[src/rtl/mod_demod_ctrl.sv]
// Round-robin front end for a mod_demod loopback: grants one requester, issues its word,
// waits LATENCY cycles for the demodulated word and hands back a checked response.
module mod_demod_ctrl #(
  parameter  int DATA_WIDTH = 16,
  parameter  int NUM_REQ    = 4,
  parameter  int LATENCY    = 2,
  localparam int IDX_W      = (NUM_REQ > 1) ? $clog2(NUM_REQ) : 1
) (
  input  logic                          clk,
  input  logic                          rst,
  input  logic [NUM_REQ-1:0]            req_valid,
  input  logic [NUM_REQ*DATA_WIDTH-1:0] req_data,
  output logic [NUM_REQ-1:0]            req_ready,
  output logic [DATA_WIDTH-1:0]         dp_data_in,
  input  logic [DATA_WIDTH-1:0]         dp_demod_data,
  output logic                          resp_valid,
  input  logic                          resp_ready,
  output logic [IDX_W-1:0]              resp_id,
  output logic [DATA_WIDTH-1:0]         resp_data,
  output logic                          resp_err,
  output logic [7:0]                    err_count,
  output logic                          busy
);

  localparam logic [1:0] S_IDLE  = 2'd0;
  localparam logic [1:0] S_ISSUE = 2'd1;
  localparam logic [1:0] S_WAIT  = 2'd2;
  localparam logic [1:0] S_RESP  = 2'd3;

  logic [1:0]            r_state;
  logic [IDX_W-1:0]      r_last;
  logic [IDX_W-1:0]      r_idx;
  logic [DATA_WIDTH-1:0] r_word;
  logic [3:0]            r_cnt;

  logic [DATA_WIDTH-1:0] w_lane [NUM_REQ];
  logic [IDX_W:0]        w_sum;
  logic [IDX_W-1:0]      w_gnt_idx;
  logic                  w_found;
  logic                  w_grant;
  logic                  w_mismatch;
  logic [NUM_REQ-1:0]    w_ready;

  function automatic logic [7:0] sat_inc8(input logic [7:0] v);
    return (v == 8'hFF) ? v : v + 8'd1;
  endfunction

  always_comb begin
    for (int i = 0; i < NUM_REQ; i++) begin
      w_lane[i] = req_data[i*DATA_WIDTH +: DATA_WIDTH];
    end
  end

  // Search starts one past the previous winner so every requester gets a turn.
  always_comb begin
    w_found   = 1'b0;
    w_gnt_idx = '0;
    w_sum     = '0;
    for (int k = 1; k <= NUM_REQ; k++) begin
      w_sum = {1'b0, r_last} + (IDX_W+1)'(k);
      if (w_sum >= (IDX_W+1)'(NUM_REQ)) w_sum = w_sum - (IDX_W+1)'(NUM_REQ);
      if (!w_found && req_valid[w_sum[IDX_W-1:0]]) begin
        w_found   = 1'b1;
        w_gnt_idx = w_sum[IDX_W-1:0];
      end
    end
  end

  assign w_grant    = (r_state == S_IDLE) && w_found && !rst;
  assign w_mismatch = (dp_demod_data != r_word);
  assign busy       = (r_state != S_IDLE);
  assign req_ready  = w_ready;

  always_comb begin
    w_ready = '0;
    if (w_grant) w_ready[w_gnt_idx] = 1'b1;
  end

  // Grant stage: payload and index latched alongside the accept pulse.
  always_ff @(posedge clk) begin
    if (w_grant) begin
      r_word <= w_lane[w_gnt_idx];
      r_idx  <= w_gnt_idx;
    end
  end

  always_ff @(posedge clk or posedge rst) begin
    if (rst) begin
      r_state    <= S_IDLE;
      r_last     <= IDX_W'(NUM_REQ - 1);
      r_cnt      <= '0;
      dp_data_in <= '0;
      resp_valid <= 1'b0;
      resp_id    <= '0;
      resp_data  <= '0;
      resp_err   <= 1'b0;
      err_count  <= '0;
    end else begin
      case (r_state)
        S_IDLE: begin
          if (w_found) begin
            r_last  <= w_gnt_idx;
            r_state <= S_ISSUE;
          end
        end
        S_ISSUE: begin
          dp_data_in <= r_word;
          r_cnt      <= 4'(LATENCY);
          r_state    <= S_WAIT;
        end
        // Capture stage: the error flag is judged once, against the word that was issued.
        S_WAIT: begin
          if (r_cnt == 4'd1) begin
            resp_data  <= dp_demod_data;
            resp_id    <= r_idx;
            resp_err   <= w_mismatch;
            resp_valid <= 1'b1;
            if (w_mismatch) err_count <= sat_inc8(err_count);
            r_state    <= S_RESP;
          end else begin
            r_cnt <= r_cnt - 4'd1;
          end
        end
        S_RESP: begin
          if (resp_ready) begin
            resp_valid <= 1'b0;
            r_state    <= S_IDLE;
          end
        end
        default: r_state <= S_IDLE;
      endcase
    end
  end

endmodule

[config.mk]
export PLATFORM = sky130hd
export DESIGN_NAME = mod_demod_ctrl
export DESIGN_NICKNAME = d
export VERILOG_FILES = /design/src/rtl/mod_demod_ctrl.sv
export SDC_FILE = /design/constraint.sdc
export NUM_CORES = 1
export LEC_CHECK = 0
export CAP_MARGIN = 10
export CORE_UTILIZATION = 57
export DETAILED_ROUTE_END_ITERATION = 10
export DONT_BUFFER_PORTS = 1
export PLACE_DENSITY = 0.82
export SYNTH_ARGS = -nofsm -noshare
export SYNTH_HDL_FRONTEND = slang
export SYNTH_SLANG_ARGS = --single-unit
export TNS_END_PERCENT = 10
[constraint.sdc]
create_clock -name clk -period 2.24 [get_ports clk]
set_input_delay 0.448 -clock clk [delete_from_list [all_inputs] [get_ports clk]]
set_output_delay 0.448 -clock clk [all_outputs]
set_load 0.05 [all_outputs]
==> out/qor.yml <==
run_status:
  status: "finished with violations"
  failed_checks: "DRC"
critical_path:
  worstReg2RegStart: "r_state[0]$_DFFE_PP0P_"
  cp_num_buf_inv: 1
  max_stage_delay_ns: 0.55
  crit_cells: 5
  r2r-end: "r_state[1]$_DFFE_PP0P_"
  top_family_by_delay_on_critical_path: "flip-flops"
  worst_setup_path_end_kind: "output port"
  timing.critical_path.slowest_stage_cell: "sky130_fd_sc_hd__dfstp_2"
  critPathLaunchType: "flop"
  critPathRequiredTime_ns: 1.79
  max_fo_critical_path: 4
  reg2reg_setup_slack_ns: 0.24
  ff2ff_path_depth: 7
  setup.worst_path.start: "r_last[0]$_DFFE_PP1P_"
  critPathArrivalTime_ns: 1.76
  path_class: "reg -> out"
  path_cells: "nand2b_4, o22ai_2, a21o_4, nor4_4, buf_12"
  setup.worst_path.end: "req_ready[3]"
timing:
  report.final.hold_viol_count: 0
  setup_skew_after_layout_ns: 0.0100
  achievable-frequency_mhz: 452
  timing.final.crit_share: 0.987
  final_max_slew_viol_count: 0
  timing_worst_slew_pin_value_ns: 0.729
  post-route-min-period_ns: 2.21
  finalSetupViolations: 0
  rsz0062_at_grt: "true"
  timing.slew.headroom: 0.513
job:
  maxCapViolations: 0
logic_synthesis:
  synth-adder-area-share: 0.0253
  syn_nets: 404
  synthSimpleGateAreaFrac: 0.132
  synth_compound_gate_area_share: 0.0965
  synth.avg_cell_area_um2: 11.2
  synth_top_area_cell: "sky130_fd_sc_hd__dfrtp_1"
  yosys_warnings: 0
  postSynthRegisterBits: 70
  synth_cells: 310
  synth_top_cells_by_area: "sky130_fd_sc_hd__dfrtp_1, sky130_fd_sc_hd__edfxtp_1, sky130_fd_sc_hd__mux2_2"
  seq_area_frac_synth: 0.533
  synthMuxAreaShare: 0.118
  share_of_yosys_cell_area_claimed_by_the_top_area_cell_type: 0.361
  synthesis.area_um2: 3460
  synth_top_flop_cell: "sky130_fd_sc_hd__dfrtp_1"
  synth-edff-count: 18
  synth_top_family_by_area: "simple AND/OR/NAND/NOR gates"
  async_flop_share: 0.743
  synth-xor-area-share: 0.0632
  netlist-cell-type-count: 38
floorplan:
  core_area_um2: 5890
  row_count: 28
  floorplan.die.height_um: 79.9
  dieArea_um2: 6390
  boundary_pins: 136
  die-width_um: 79.9
  start_util: 0.588
finish:
  stdcell_area_um2: 3970
  post_route_cells_drive_above_1_share: 0.283
  n_antenna_cell: 0
  final-instance-count-excl-fill: 411
  fin_nets: 425
  final_core_util: 0.674
  area_delta_synth_final_pct: 14.6
power:
  p_per_area_nw_per_um2: 1680
  total_leakage_power_nw: 1.60
  ir_worst_vdd_mv: 0.960
  total_power_mw: 6.69
placed_design:
  place.detailed.hpwl_um: 5540
  port_buffers: 0
  place.detailed.instances: 392
  globalplace.congestion: 0.807
  area_of_placed_instances_um2: 3720
drt:
  detail_route.vias_per_cell: 5.93
  route.detailed.drc: 1
  detail_route.iter0.violations: 85
  final_wirelength_um: 7320
  route.vias.total: 2437
  post_drt_wl_per_cell_um: 17.8
  drtAntennaViolNets: 0
  detailedRoute.firstPassIterationCount: 8
clocking:
  clock_latency_at_the_later_pin_of_the_worst_skew_pair_ns: 0.33
  cts_root_buf: "sky130_fd_sc_hd__clkbuf_8"
  cts.hold.buffers_added: 0
  clk_transition_reported_paths_ns: 0.07
  clock_sink_count: 70
  cts-htree-levels: 3
  max-clock-path-buffers: 2
  cts_tree: "done"
  tritoncts.num_buffers: 9
grt:
  grt_first_pass_wirelength_um: 11000
  grt_start_max_net_pins: 36
  antenna_found_initial: 0
  grt_usage: 0.233
  globalRoute.totalOverflow: 0
  first_global_vias: 2306
worst_hold_path:
  min-delay-path-class: "in -> async"
-- worst min-delay path by stage --
stage	start	to	slack (ns)	depth (start not counted)
floorplan	r_idx[0]$_DFFE_PP_	resp_id[0]$_DFFE_PP0P_	0.45	1
global placement	r_last[0]$_DFFE_PP1P_	r_last[0]$_DFFE_PP1P_	0.48	2
detailed placement	r_last[0]$_DFFE_PP1P_	r_last[0]$_DFFE_PP1P_	0.49	2
CTS	rst	r_state[1]$_DFFE_PP0P_	0.14	1
global route	rst	r_cnt[2]$_DFFE_PP0P_	0.16	1
finish	rst	r_state[1]$_DFFE_PP0P_	0.11	1
-- registers in the layout, indices dropped and copies added, names as in the netlist --
signal and flops:
r_idx 2, resp_valid 1, r_state 2, r_word 16
resp_data 16, resp_err 1, dp_data_in 16, r_last 2
resp_id 2, r_cnt 4, err_count 8
-- cell type report --
class	instances	area, um2
Fill cell	442	1920
Sequential cell	70	1840
Multi-Input combinational cell	216	1600
Timing Repair Buffer	25	229
Clock buffer	12	145
Tap cell	75	93.8
Inverter	9	36.3
Clock inverter	4	22.5
-- synth_stat cells (all sizes together), types with 4 or more instances --
cell type / n
a21oi: 19
a32oi: 16
buf: 11
clkbuf: 4
dfrtp: 50
edfxtp: 18
ha: 7
inv: 9
mux2: 36
nand2: 58
nand4: 6
nor2: 12
nor2b: 4
nor4: 5
o21ai: 6
xnor2: 17
xor2: 8
-- power by group --
| part | total (mW) | leakage, nW | internal [mW] | switching, mW |
|---|---|---|---|---|
| Combinational | 2.41 | 0.743 | 1.06 | 1.35 |
| Sequential | 3.40 | 0.774 | 1.91 | 1.49 |
| Clock | 0.876 | 0.0861 | 0.427 | 0.449 |
| Total | 6.69 | 1.60 | 3.39 | 3.29 |
-- per-layer routing --
metal	GRT usage	vias up	wire, um	share of wire
met3	0.0537	13	450	0.061
met5	0	-	0	0
li1	-	1137	-	-
met4	0.0964	0	124	0.017
met2	0.374	114	3490	0.48
met1	0.305	1173	3260	0.44
-- through the flow --
stage / hold slack, ns / worst slack, ns / setup TNS [ns]
floorplan: 0.454 / -0.201 / -0.406
global placement: 0.479 / 0.255 / 0
detailed placement: 0.489 / 0.208 / 0
CTS: 0.141 / 0.00221 / 0
global route: 0.158 / -0.0441 / -0.0874
finish: 0.113 / 0.0288 / 0
-- worst register-to-register path: cells and delay by family (launching register included) --
kind / cells / cell delay (ns)
flops: 1 / 0.41
mux: 1 / 0.37
simple gates: 1 / 0.32
compound gates: 2 / 0.31
fa+ha+maj: 1 / 0.26
buf+inv: 2 / 0.21
-- kinds of logic after synthesis --
family / count (synthesis)
buffers and inverters: 24
adder cells (fa/ha/maj): 7
AO/OA/AOI/OAI: 50
multiplexers: 36
AND/OR/NAND/NOR: 98
XOR/XNOR: 25
flip-flops: 70
-- cells in the final DEF, fill, tap and decap left out, types with 8 or more instances in the layout --
cell,netlist,routed
sky130_fd_sc_hd__nand2_1,58,57
sky130_fd_sc_hd__mux2_2,35,35
sky130_fd_sc_hd__a21oi_1,19,19
sky130_fd_sc_hd__xnor2_1,17,17
sky130_fd_sc_hd__edfxtp_1,18,18
sky130_fd_sc_hd__clkbuf_8,0,10
sky130_fd_sc_hd__buf_4,2,21
sky130_fd_sc_hd__nor2_1,11,10
sky130_fd_sc_hd__dfrtp_1,50,50
sky130_fd_sc_hd__xor2_1,8,8
sky130_fd_sc_hd__a32oi_1,16,16
-- what timing repair did --
| item | CTS | global route |
|---|---|---|
| gates cloned | 0 | 0 |
| pin swaps | 3 | 2 |
| setup endpoints to repair | 4 | 4 |
| setup buffers | 3 | 0 |
| gates resized for setup | 8 | 7 |
Power figures use the tool's default switching activity.
